$ cat src/rtl/sprite_fetch_arbiter.sv
// sprite_fetch_arbiter
//   Two-requester burst fetch engine in front of a synchronous sprite ROM.
//   Round-robin arbitration accepts one burst at a time. The first beat is
//   issued in the acceptance cycle, and the remaining beats follow one per
//   cycle. The ROM answers one cycle after each beat, and that answer is
//   steered back to the owning requester.
//
// Ports
//   Clk, Reset          clock, synchronous active-high reset
//   req0/1              burst request, held until granted
//   base0/1, len0/1     burst start address and length (0 -> 1, >16 -> 16)
//   gnt0/1              one-cycle acceptance pulse
//   rom_addr, rom_data  synchronous ROM address (0 when idle/oob) and data
//   rdata               returned pixel (0 for out-of-range beats)
//   rvalid0/1           rdata valid for requester 0/1
//   rlast, oob          last beat of burst / beat was out of ROM range
//   busy                a multi-beat burst is in progress
module sprite_fetch_arbiter #(
  parameter int ADDR_W    = 19,
  parameter int DATA_W    = 24,
  parameter int ROM_DEPTH = 1140
) (
  input  logic              Clk,
  input  logic              Reset,
  input  logic              req0,
  input  logic              req1,
  input  logic [ADDR_W-1:0] base0,
  input  logic [ADDR_W-1:0] base1,
  input  logic [4:0]        len0,
  input  logic [4:0]        len1,
  output logic              gnt0,
  output logic              gnt1,
  output logic [ADDR_W-1:0] rom_addr,
  input  logic [DATA_W-1:0] rom_data,
  output logic [DATA_W-1:0] rdata,
  output logic              rvalid0,
  output logic              rvalid1,
  output logic              rlast,
  output logic              oob,
  output logic              busy
);

  localparam logic [0:0]        S_IDLE  = 1'b0;
  localparam logic [0:0]        S_BURST = 1'b1;
  localparam logic [ADDR_W-1:0] DEPTH_A = ADDR_W'(ROM_DEPTH);

  // Clamp a requested length into the supported 1..16 range.
  function automatic logic [4:0] eff_len(input logic [4:0] l);
    if (l == 5'd0)  return 5'd1;
    if (l > 5'd16)  return 5'd16;
    return l;
  endfunction

  logic [0:0]        state_q, state_d;
  logic              ptr_q, ptr_d;      // requester granted most recently
  logic              owner_q, owner_d;  // owner of the burst in progress
  logic [4:0]        rem_q, rem_d;      // beats still to issue in BURST
  logic [ADDR_W-1:0] cur_q, cur_d;      // next beat address in BURST

  logic              vld0_q, vld0_d;
  logic              vld1_q, vld1_d;
  logic              last_q, last_d;
  logic              oob_q, oob_d;

  logic              win;
  logic [ADDR_W-1:0] win_base;
  logic [4:0]        win_len;
  logic              issue;
  logic [ADDR_W-1:0] beat_addr;
  logic              beat_last;
  logic              beat_owner;
  logic              beat_oob;

  // Issue stage: arbitration, beat generation and ROM addressing
  always_comb begin
    state_d    = state_q;
    ptr_d      = ptr_q;
    owner_d    = owner_q;
    rem_d      = rem_q;
    cur_d      = cur_q;
    gnt0       = 1'b0;
    gnt1       = 1'b0;
    issue      = 1'b0;
    beat_addr  = '0;
    beat_last  = 1'b0;
    beat_owner = owner_q;

    // On a tie the requester not granted last wins; otherwise whoever asks.
    win      = (req0 && req1) ? ~ptr_q : req1;
    win_base = win ? base1 : base0;
    win_len  = eff_len(win ? len1 : len0);

    // While Reset is high nothing is issued or granted.
    if (!Reset) begin
      if (state_q == S_BURST) begin
        issue     = 1'b1;
        beat_addr = cur_q;
        beat_last = (rem_q == 5'd1);
        cur_d     = cur_q + ADDR_W'(1);
        rem_d     = rem_q - 5'd1;
        if (rem_q == 5'd1) state_d = S_IDLE;
      end else if (req0 || req1) begin
        issue      = 1'b1;
        beat_addr  = win_base;
        beat_owner = win;
        beat_last  = (win_len == 5'd1);
        gnt0       = ~win;
        gnt1       = win;
        ptr_d      = win;
        owner_d    = win;
        if (win_len != 5'd1) begin
          state_d = S_BURST;
          rem_d   = win_len - 5'd1;
          cur_d   = win_base + ADDR_W'(1);
        end
      end
    end

    // Out-of-range beats still count toward the burst but read address 0.
    beat_oob = (beat_addr >= DEPTH_A);
    rom_addr = (issue && !beat_oob) ? beat_addr : '0;

    vld0_d = issue && !beat_owner;
    vld1_d = issue && beat_owner;
    last_d = issue && beat_last;
    oob_d  = issue && beat_oob;
  end

  always_ff @(posedge Clk) begin
    if (Reset) begin
      state_q <= S_IDLE;
      ptr_q   <= 1'b1;
      vld0_q  <= 1'b0;
      vld1_q  <= 1'b0;
      last_q  <= 1'b0;
      oob_q   <= 1'b0;
    end else begin
      state_q <= state_d;
      ptr_q   <= ptr_d;
      vld0_q  <= vld0_d;
      vld1_q  <= vld1_d;
      last_q  <= last_d;
      oob_q   <= oob_d;
    end
  end

  // Burst bookkeeping is only consulted in BURST, which is always entered
  // with freshly loaded values, so it needs no reset.
  always_ff @(posedge Clk) begin
    owner_q <= owner_d;
    rem_q   <= rem_d;
    cur_q   <= cur_d;
  end

  // Return stage: ROM data arrives one cycle after its beat
  assign rvalid0 = vld0_q;
  assign rvalid1 = vld1_q;
  assign rlast   = last_q;
  assign oob     = oob_q;
  assign rdata   = ((vld0_q || vld1_q) && !oob_q) ? rom_data : '0;
  assign busy    = (state_q == S_BURST);

endmodule
$ cat config.mk
export PLATFORM = sky130hd
export DESIGN_NAME = sprite_fetch_arbiter
export DESIGN_NICKNAME = d
export VERILOG_FILES = /design/src/rtl/sprite_fetch_arbiter.sv
export SDC_FILE = /design/constraint.sdc
export NUM_CORES = 1
export LEC_CHECK = 0
export CAP_MARGIN = 20
export CORE_MARGIN = 8
export CORE_UTILIZATION = 46
export DETAILED_ROUTE_END_ITERATION = 12
export PLACE_DENSITY = 0.88
export REMOVE_ABC_BUFFERS = 1
export SYNTH_ARGS = -nofsm -noshare
export SYNTH_HDL_FRONTEND = slang
export SYNTH_SLANG_ARGS = --single-unit
$ cat constraint.sdc
create_clock -name Clk -period 10.9 [get_ports Clk]
set_input_delay 1.09 -clock Clk [delete_from_list [all_inputs] [get_ports Clk]]
set_output_delay 1.09 -clock Clk [all_outputs]
set_load 0.02 [all_outputs]
After elaboration in Yosys (flattened, before gate mapping):

Cells that the tools add are included.

* register bits: 31
* input bits: 76
* output and inout port bits: 50
* word-level logic and storage cells: 79

* $add $sub $neg: 4
* $lt $le $gt $ge: 2
* equal/unequal tests: 3
* multiplexer cells: 40
* bitwise gates (word level): 4
* reduce and logical (&&, ||, !) cells: 17

Operator list (number)
* $mux W19: 8
* $mux W5: 8
* $add A19 B1 Y19 const B: 2
* $mux W24: 1
* $mux W1: 23
* $ge A19 B11 Y1 const B: 1
* $eq A5 B1 Y1 const B: 2
* $sub A5 B1 Y5 const B: 2
* $logic_and A1 B1 Y1: 7
* $gt A5 B5 Y1 const B: 1
* $logic_not A5 Y1: 1
* $ne A5 B1 Y1 const B: 1
* $not A1 Y1: 4
* $reduce_bool A2 Y1: 2
* $logic_not A1 Y1: 3
* $reduce_and A3 Y1: 1
* $logic_or A1 B1 Y1: 2
* $reduce_and A2 Y1: 1

Depth between registers and ports, before layout:

Gate-level depths: netlist (run 1).

* word-level depth: 13
* gate-level depth with buffers: 12
* gate-level depth less buffers: 10

Worst setup path after synthesis (run 1):

No wires, ideal clock.

* kind: input to output
* start point: input req1
* end point: output rom_addr[10]
* data arrival time: 3.326 ns
* data required time: 9.810 ns
* slack: 6.484 ns
* stages: 7
* path buffers: 1
* cells stage by stage: a21boi_2 > buf_6 > mux2_4 > mux2i_4 > a2111oi_0 > a31o_2 > a2111oi_0

* cells in the longest elaborated chain, start to end: 10
* elaborated cells on any way between the ends: 14
* those cells by class: order compare (1); mux (9); reduce/logical (4)

Ends and longest elaborated chain
* start: declaration: line 26 `input logic req1,`
* $logic_and A1 B1 Y1: line 89 `win = (req0 && req1) ? ~ptr_q : req1;`
* $mux W1: line 89
* $mux W19: line 90 `win_base = win ? base1 : base0;`
* $mux W19: line 102 `end else if (req0 || req1) begin`
* $mux W19: line 95 `if (state_q == S_BURST) begin`
* $mux W19: line 94 `if (!Reset) begin`
* $ge A19 B11 Y1: line 120 `beat_oob = (beat_addr >= DEPTH_A);`
* $logic_not A1 Y1: line 121 `rom_addr = (issue && !beat_oob) ? beat_addr : '0;`
* $logic_and A1 B1 Y1: line 121
* $mux W19 (*): line 121
* end: declaration: line 33 `output logic [ADDR_W-1:0] rom_addr,`

Mark *: on every way between the ends. The rest lies on a longest branch, timed or not.

Final worst setup path (run 1):

* start point: input req0
* end point: output rom_addr[10]

* cells in the longest elaborated chain, start to end: 10
* elaborated cells on any way between the ends: 14
* those cells by class: order compare (1); mux (9); reduce/logical (4)

Ends and longest elaborated chain
* start: declaration: line 25 `input logic req0,`
* $logic_and A1 B1 Y1: line 89
* $mux W1: line 89
* $mux W19: line 90
* $mux W19: line 102
* $mux W19: line 95
* $mux W19: line 94
* $ge A19 B11 Y1: line 120
* $logic_not A1 Y1: line 121
* $logic_and A1 B1 Y1: line 121
* $mux W19 (*): line 121

Marks and branches as above.

==> results.md, run 1 <==
* Overall power at 407 uW
* Setup crit start kind: input pin
* Slew Viols, Final at 0
* Vias in the first global route at 2764
* Xor-xnor portion of the synthesized cell area at 6.38%
* CP bufs+invs at 2
* Cell Rows at 28
* Setup tns final at 0 ps
* DP Worst Slack at 5000 ps
* Max cap viols at 0
* Peak supply drop at 0.0000593 V
* WP data required at 9810 ps
* Most used cell, CP: clkdlybuf4s50_1
* CTS tree: yes
* Slew HR at between 20% and 30%
* Flop pwr share at 38.1%
* Yosys top cell area share at 26.3%
* Period utilization at 54.4%
* Clock latency at the later pin of the worst-skew pair at 290 ps
* Die W at 93.2 um
* Initial antenna violation count at 0
* Total GRT Usage at between 10% and 20%
* Fin area at 4000 um^2
* Critical path type: in2out
* Post-DR wirelength/cell at 17.1 um
* First-pass GRT wire length at 13300 um
* Final setup margin at roughly 5000 ps
* Clock transition at path regs at 60 ps
* Mapped Avg Cell Area at slightly above 8 um^2
* Hold buffer count at CTS at 0
* Slowest CP cell: a21boi_4
* Clk buf depth at 2
* Top-count cell post-synth: nand2_1
* Tightest Pin Transition at about 1100 ps
* Largest family of logic cells by synthesized area: simple AND/OR/NAND/NOR gates
* Clock share of power at 24.9%
* Ratio of routed vias to standard cells at 5.54
* Synth cell count leaders: nand2_1, and2_1, nor2_1
* Layout area overhead at 45.7%
* Proportion of synthesized area in mux cells at 7.30%
* Min-delay worst type: reg2reg
* Pwr dens at 102 nW/um^2
* Top cells by area, synth: edfxtp_1, and2_1, dfxtp_1, mux2i_1, nand2_1
* DRT Wirelength at 8790 um
* Crit path capture type: primary output
* Tmin final at 5930 ps
* Final setup fails at 0
* Synth Area in Adders at 2.28%
* Wl on met1 at between 3000 and 4000 um
* Ys flop type: edfxtp_1
* Buffers on Ports at 117
* Detail Placement HPWL at between 6000 and 7000 um
* Synth Area in Compound Gates at between 15 and 20%
* Post-CTS Setup Bufs at 0
* Clock Root Buffer: clkbuf_8
* Area leader, netlist: edfxtp_1
* Routability cong. at 0.834
* Mapped Cells at 331
* Top delay family on crit path: compound AO/OA/AOI/OAI gates
* Leakage power at about 1.5 nW
* Worst EP arrival at around 4800 ps
* Final Hold Viols at 0
* Die ar. at 8690 um^2
* Vias post-DR at 2844
* Sw Pwr at between 100 and 150 uW
* Netlist cell types at 58
* Asr flop ratio synth at 0%
* Final #Nets at between 500 and 600
* Met3 WL at 770 um
* Grt ovf at 0
* DRC Markers at 0
* Pint at roughly 280 uW
* DRT Pass-1 Iters at 4
* Synth Warn # at 0
* Sw frac at 32.4%
* Finished Layout Cells at between 500 and 600
* Comb pwr share at 36.9%
* Multi-input combinational cell area at 1720 um^2
* DR top layer: met4
* Diodes inserted at 0
* Register Area at between 800 and 900 um^2
* Placed Instance Area at 3900 um^2
* Synthesized cell area at 2740 um^2
* Clk_skew at about 3.2 ps
* Sequential share of the synthesized area at 31.4%
* Initial core utilization at 46.9%
* Die span in y at between 90 and 100 um
* Synth Register Bits at 31
* Proportion of layout cells with a drive suffix above 1 at under 10%
* 1st-iter DRT viols at 162
* Number of synthesized flops with an enable pin at 24
* Clock Sinks at 31
* Core area at 5850 um^2
* Placed Cells incl. Taps at 505
* Crit-path max FO at 36
* CTS Buf Count at 5
* I/O pin count at around 130
* Synth Area in Simple Gates at just under 30%
* Outcome: completed
* Slowest stage delay, CP at 910 ps
* Post-CTS resize count at 0
* Routed Antenna Nets at 0
* Critical-path cell list: clkdlybuf4s50_1 -> a21boi_4 -> mux2i_1 -> o21ai_0 -> a21oi_1 -> nand3_1 -> a2111oi_0 -> clkdlybuf4s50_1
* Fillers at 468
* RSZ-0062 raised after global routing: no
* Met2 wire length at around 4300 um
* Maximum number of pins on one net before global-route repair at 38
* H-tree levels at 2
* Fmax achieved at 169 MHz
placed cells by master, fill, tap and decap left out, types with 3 or more instances in the layout:
cell and instances:
and2_1 26, xnor2_1 14, clkbuf_8 7, nor2b_1 4, nand3_1 10, ha_1 5
clkdlybuf4s50_1 117, conb_1 8, nor3_1 10, dfxtp_1 6, o21ai_0 10, nor2_1 25
edfxtp_1 24, a31oi_1 3, mux2i_1 14, or3_1 3, nand4_1 5, nand2_1 35
a21oi_1 21, a21o_1 3, nand3b_1 7, o22ai_1 3, nor4_1 13, and3_1 8
xor2_1 6, nand2b_1 3, inv_1 10
metrics by stage:
stage | util, % | hold slack [ps]
after global routing | 68.3 | 499
final | 68.3 | 483
after global placement | 66.6 | 451
after CTS | 68.3 | 490
after detailed placement | 66.6 | 474
after floorplan | - | 437
final timing paths:
check,startpoint,end,slack (ps),depth (start not counted)
worst max register to register,ptr_q,cur_q[14],7450,8
worst max-delay path,req0,rom_addr[10],4970,8
worst min register to register,owner_q,owner_q,480,1
worst min-delay path,owner_q,owner_q,480,1
logic make-up after synthesis:
group                      count (synthesis)
and+or+nand+nor                          154
AOI/OAI and AO/OA                         64
buffers and inverters                     38
DFF                                       31
xor gates and xnor gates                  20
muxes                                     18
adders and majority gates                  5
other                                      1
flip-flops by register name, summed over array words and instances (netlist names):
| register | count |
|---|---|
| ptr_q | 1 |
| busy | 1 |
| rvalid1 | 1 |
| rlast | 1 |
| rvalid0 | 1 |
| owner_q | 1 |
| cur_q | 19 |
| rem_q | 5 |
| oob | 1 |
area by class of cell:
| type | count | area share [%] |
|---|---|---|
| multi-input cells | 269 | 42.9 |
| well taps | 75 | 2.35 |
| flip-flops and latches | 31 | 21.6 |
| inverters | 11 | 1.03 |
| repair buffers | 119 | 29.7 |
| clock buffers | 8 | 2.50 |
worst reg2reg max path, cell delays in order, from the launching register on:
cell and delay, ps:
dfxtp_1 350, a21boi_4 880, mux2i_1 250, o21ai_0 290, ha_1 240, inv_1 80
nor3_1 690, nand4_1 250, xnor2_1 180
power by group through the flow:
stage | Combinational (mW) | Clock (mW) | Sequential, mW
floorplan | 0.0801 | 0 | 0.159
global placement | 0.145 | 0 | 0.157
detailed placement | 0.149 | 0 | 0.157
CTS | 0.150 | 0.102 | 0.155
global route | 0.162 | 0.107 | 0.157
finish | 0.150 | 0.102 | 0.155
routing by layer:
metal / GRT usage, % / up-vias
met5: 0 / -
met4: 7.79 / 0
met3: 5.69 / 17
met2: 33.3 / 140
met1: 20.9 / 1295
li1: - / 1392
Note: power is estimated with default switching activity, not from simulation.
==> run 2, diff against run 1 <==
CORE_UTILIZATION = 38   (was 46)
PLACE_DENSITY = 0.78   (was 0.88)
clock period = 5 ns   (was 10.9 ns; I/O delays follow)
==> run 2 against run 1 <==
  * Critical path depth unchanged
  * Register-to-register slack got worse by 5700 ps
  * Worst setup slack got worse by 4600 ps
  * Worst hold slack got worse by 0.86 ps
  * Wire length decreased by 0.94%
  * Critical endpoint unchanged
==> results.md, run 2 (synthesis gave the netlist of run 1 again) <==
* Outcome: completed (unchanged)
* Reg-to-Reg End: cur_q[14] (unchanged)
* WP data required at 4500 ps (was 9810 ps)
* Reg-to-reg critical path startpoint: ptr_q (unchanged)
* Worst EP arrival at 4090 ps (was 4840 ps)
* Tmin final at 4590 ps
* CP startpoint: req0 (unchanged)
* Setup tns final at 0 ps (unchanged)
* Pwr dens at 215 nW/um^2 (was 102 nW/um^2)
* Final setup fails at 0 (unchanged)
* Total GRT Usage at 16.5% (was 19.0%)
* Vias in the first global route at 2763 (was 2764)
* Clk buf depth at 2 (unchanged)
* Initial antenna violation count at 0 (unchanged)
* Max reg flops at 19 (unchanged)
* Diodes inserted at 0 (unchanged)
* Ratio of routed vias to standard cells at 5.36 (was 5.54)
* Clock transition at path regs at 60 ps (about the same)
* Placed Cells incl. Taps at 531 (was 505)
* I/O pin count at 126 (unchanged)
* Clk_skew at 7.05 ps (was 3.21 ps)
* Routed Antenna Nets at 0 (unchanged)
* Finished Layout Cells at 539 (was 513)
* Fmax achieved at 218 MHz
* Crit path capture type: primary output (unchanged)
* Cell Rows at 31 (was 28)
* Commonest non-fill, non-tap cell in the layout: clkdlybuf4s50_1 (unchanged)
* Clock Root Buffer: clkbuf_8 (unchanged)
* Grt ovf at 0 (unchanged)
* Reg2reg path depth at 10 (was 8)
* Clock Sinks at 31 (unchanged)
* Detail Placement HPWL at 6880 um (about the same)
* DRT Pass-1 Iters at 5 (was 4)
* Placed Instance Area at 3940 um^2 (was 3900 um^2)
* Maximum number of pins on one net before global-route repair at 40 (was 38)
* DRC Markers at 0 (unchanged)
* Slew Viols, Final at 0 (unchanged)
* Initial core utilization at 38.4% (was 46.9%)
* CTS tree: yes (unchanged)
* Leakage power at 1.46 nW (about the same)
* Crit-path max FO at 27 (was 36)
* Top delay family on crit path: compound AO/OA/AOI/OAI gates (unchanged)
* Routability cong. at 0.879 (was 0.834)
* Period utilization at approximately 92%
* Fin area at 4030 um^2 (was 4000 um^2)
* Tightest Pin Transition at 937 ps (was 1110 ps)
* Regs by FF count: cur_q (19), rem_q (5) (unchanged)
* Clock latency at the later pin of the worst-skew pair at 290 ps (about the same)
* Levels on crit path at 8 (unchanged)
* Post-CTS Setup Bufs at 0 (unchanged)
* Die ar. at 10200 um^2 (was 8690 um^2)
* CP bufs+invs at 2 (unchanged)
* Proportion of layout cells with a drive suffix above 1 at 5.45% (was 5.25%)
* Buffers on Ports at 117 (unchanged)
* Commonest cells after routing, fill and taps aside: clkdlybuf4s50_1, nand2_1, and2_1 (unchanged)
* Die span in y at 101 um (was 93.2 um)
* Slowest stage delay, CP at 750 ps (was 910 ps)
* Post-CTS resize count at 0 (unchanged)
* Fin Hold WS at 482 ps (was 483 ps)
* Slowest CP cell: a21boi_4 (unchanged)
* DRT Wirelength at 8710 um (was 8790 um)
* Critical-path cell list: clkdlybuf4s50_1 -> a21boi_4 -> mux2_4 -> mux2i_4 -> a2111oi_0 -> a31o_2 -> a2111oi_0 -> clkdlybuf4s50_1 (was clkdlybuf4s50_1 -> a21boi_4 -> mux2i_1 -> o21ai_0 -> a21oi_1 -> nand3_1 -> a2111oi_0 -> clkdlybuf4s50_1)
* Final #Nets at 520 (was 518)
* Final Hold Viols at 0 (unchanged)
* CTS Buf Count at 5 (unchanged)
* Critical path type: in2out (unchanged)
* Crit path capture: rom_addr[10] (unchanged)
* Min-delay worst type: reg2reg (unchanged)
* Post-DR wirelength/cell at 16.2 um (was 17.1 um)
* R2R setup slack at 1790 ps (was 7450 ps)
* First-pass GRT wire length at 13300 um (about the same)
* Slew HR at 37.3% (was 25.7%)
* RSZ-0062 raised after global routing: no (unchanged)
* H-tree levels at 2 (unchanged)
* Layout area overhead at 47.0% (was 45.7%)
* Core area at 7140 um^2 (was 5850 um^2)
* Peak supply drop at 0.000112 V (was 0.0000593 V)
* Largest Register: cur_q (unchanged)
* Max cap viols at 0 (unchanged)
* Vias post-DR at 2891 (was 2844)
* Setup crit start kind: input pin (unchanged)
* Hold buffer count at CTS at 0 (unchanged)
* Die W at 101 um (was 93.2 um)
* 1st-iter DRT viols at 177 (was 162)
-- run 2: cell types whose count changed in the layout (fill, tap and decap cells not counted) --
cell / change
clkbuf_8: -1
buf_4: +2
clkinv_1: +1
-- run 2: final cells by class --
cell class	instances	area, um^2
multi-input cells	269	1720
fillers	680	3100
repair buffers	121	1200
well taps	99	124
flip-flops and latches	31	862
clock inverters	1	3.75
clock buffers	7	86.3
inverters	11	41.3
-- run 2: metal layers --
metal / share of wire [%] / global-route usage (%) / wire length, um
met1: 41 / 18.6 / 3570
met2: 48 / 28.5 / 4170
met3: 10 / 5.04 / 876
met4: 1.2 / 5.96 / 102
met5: 0 / 0 / 0
-- run 2: worst min path at each step --
| stage | startpoint | end | slack (ps) | depth (start not counted) |
|---|---|---|---|---|
| final | owner_q | owner_q | 480 | 1 |
| after global routing | owner_q | owner_q | 510 | 1 |
| after CTS | owner_q | owner_q | 480 | 1 |
| after detailed placement | owner_q | owner_q | 470 | 1 |
| after global placement | owner_q | owner_q | 450 | 1 |
| after floorplan | owner_q | owner_q | 440 | 1 |
-- run 2: power breakdown --
group	internal (mW)	switching [mW]	leakage, nW
registers	0.316	0.0249	0.289
logic	0.159	0.163	1.13
clock network	0.110	0.0945	0.0459
-- run 2: per-stage QoR --
stage / utilization (%) / total power, mW / setup WS, ps
floorplan: - / 0.520 / 891
global placement: 55.3 / 0.659 / 528
detailed placement: 55.3 / 0.667 / 459
CTS: 56.5 / 0.871 / 420
finish: 56.5 / 0.867 / 409
global route: 56.5 / 0.914 / 284
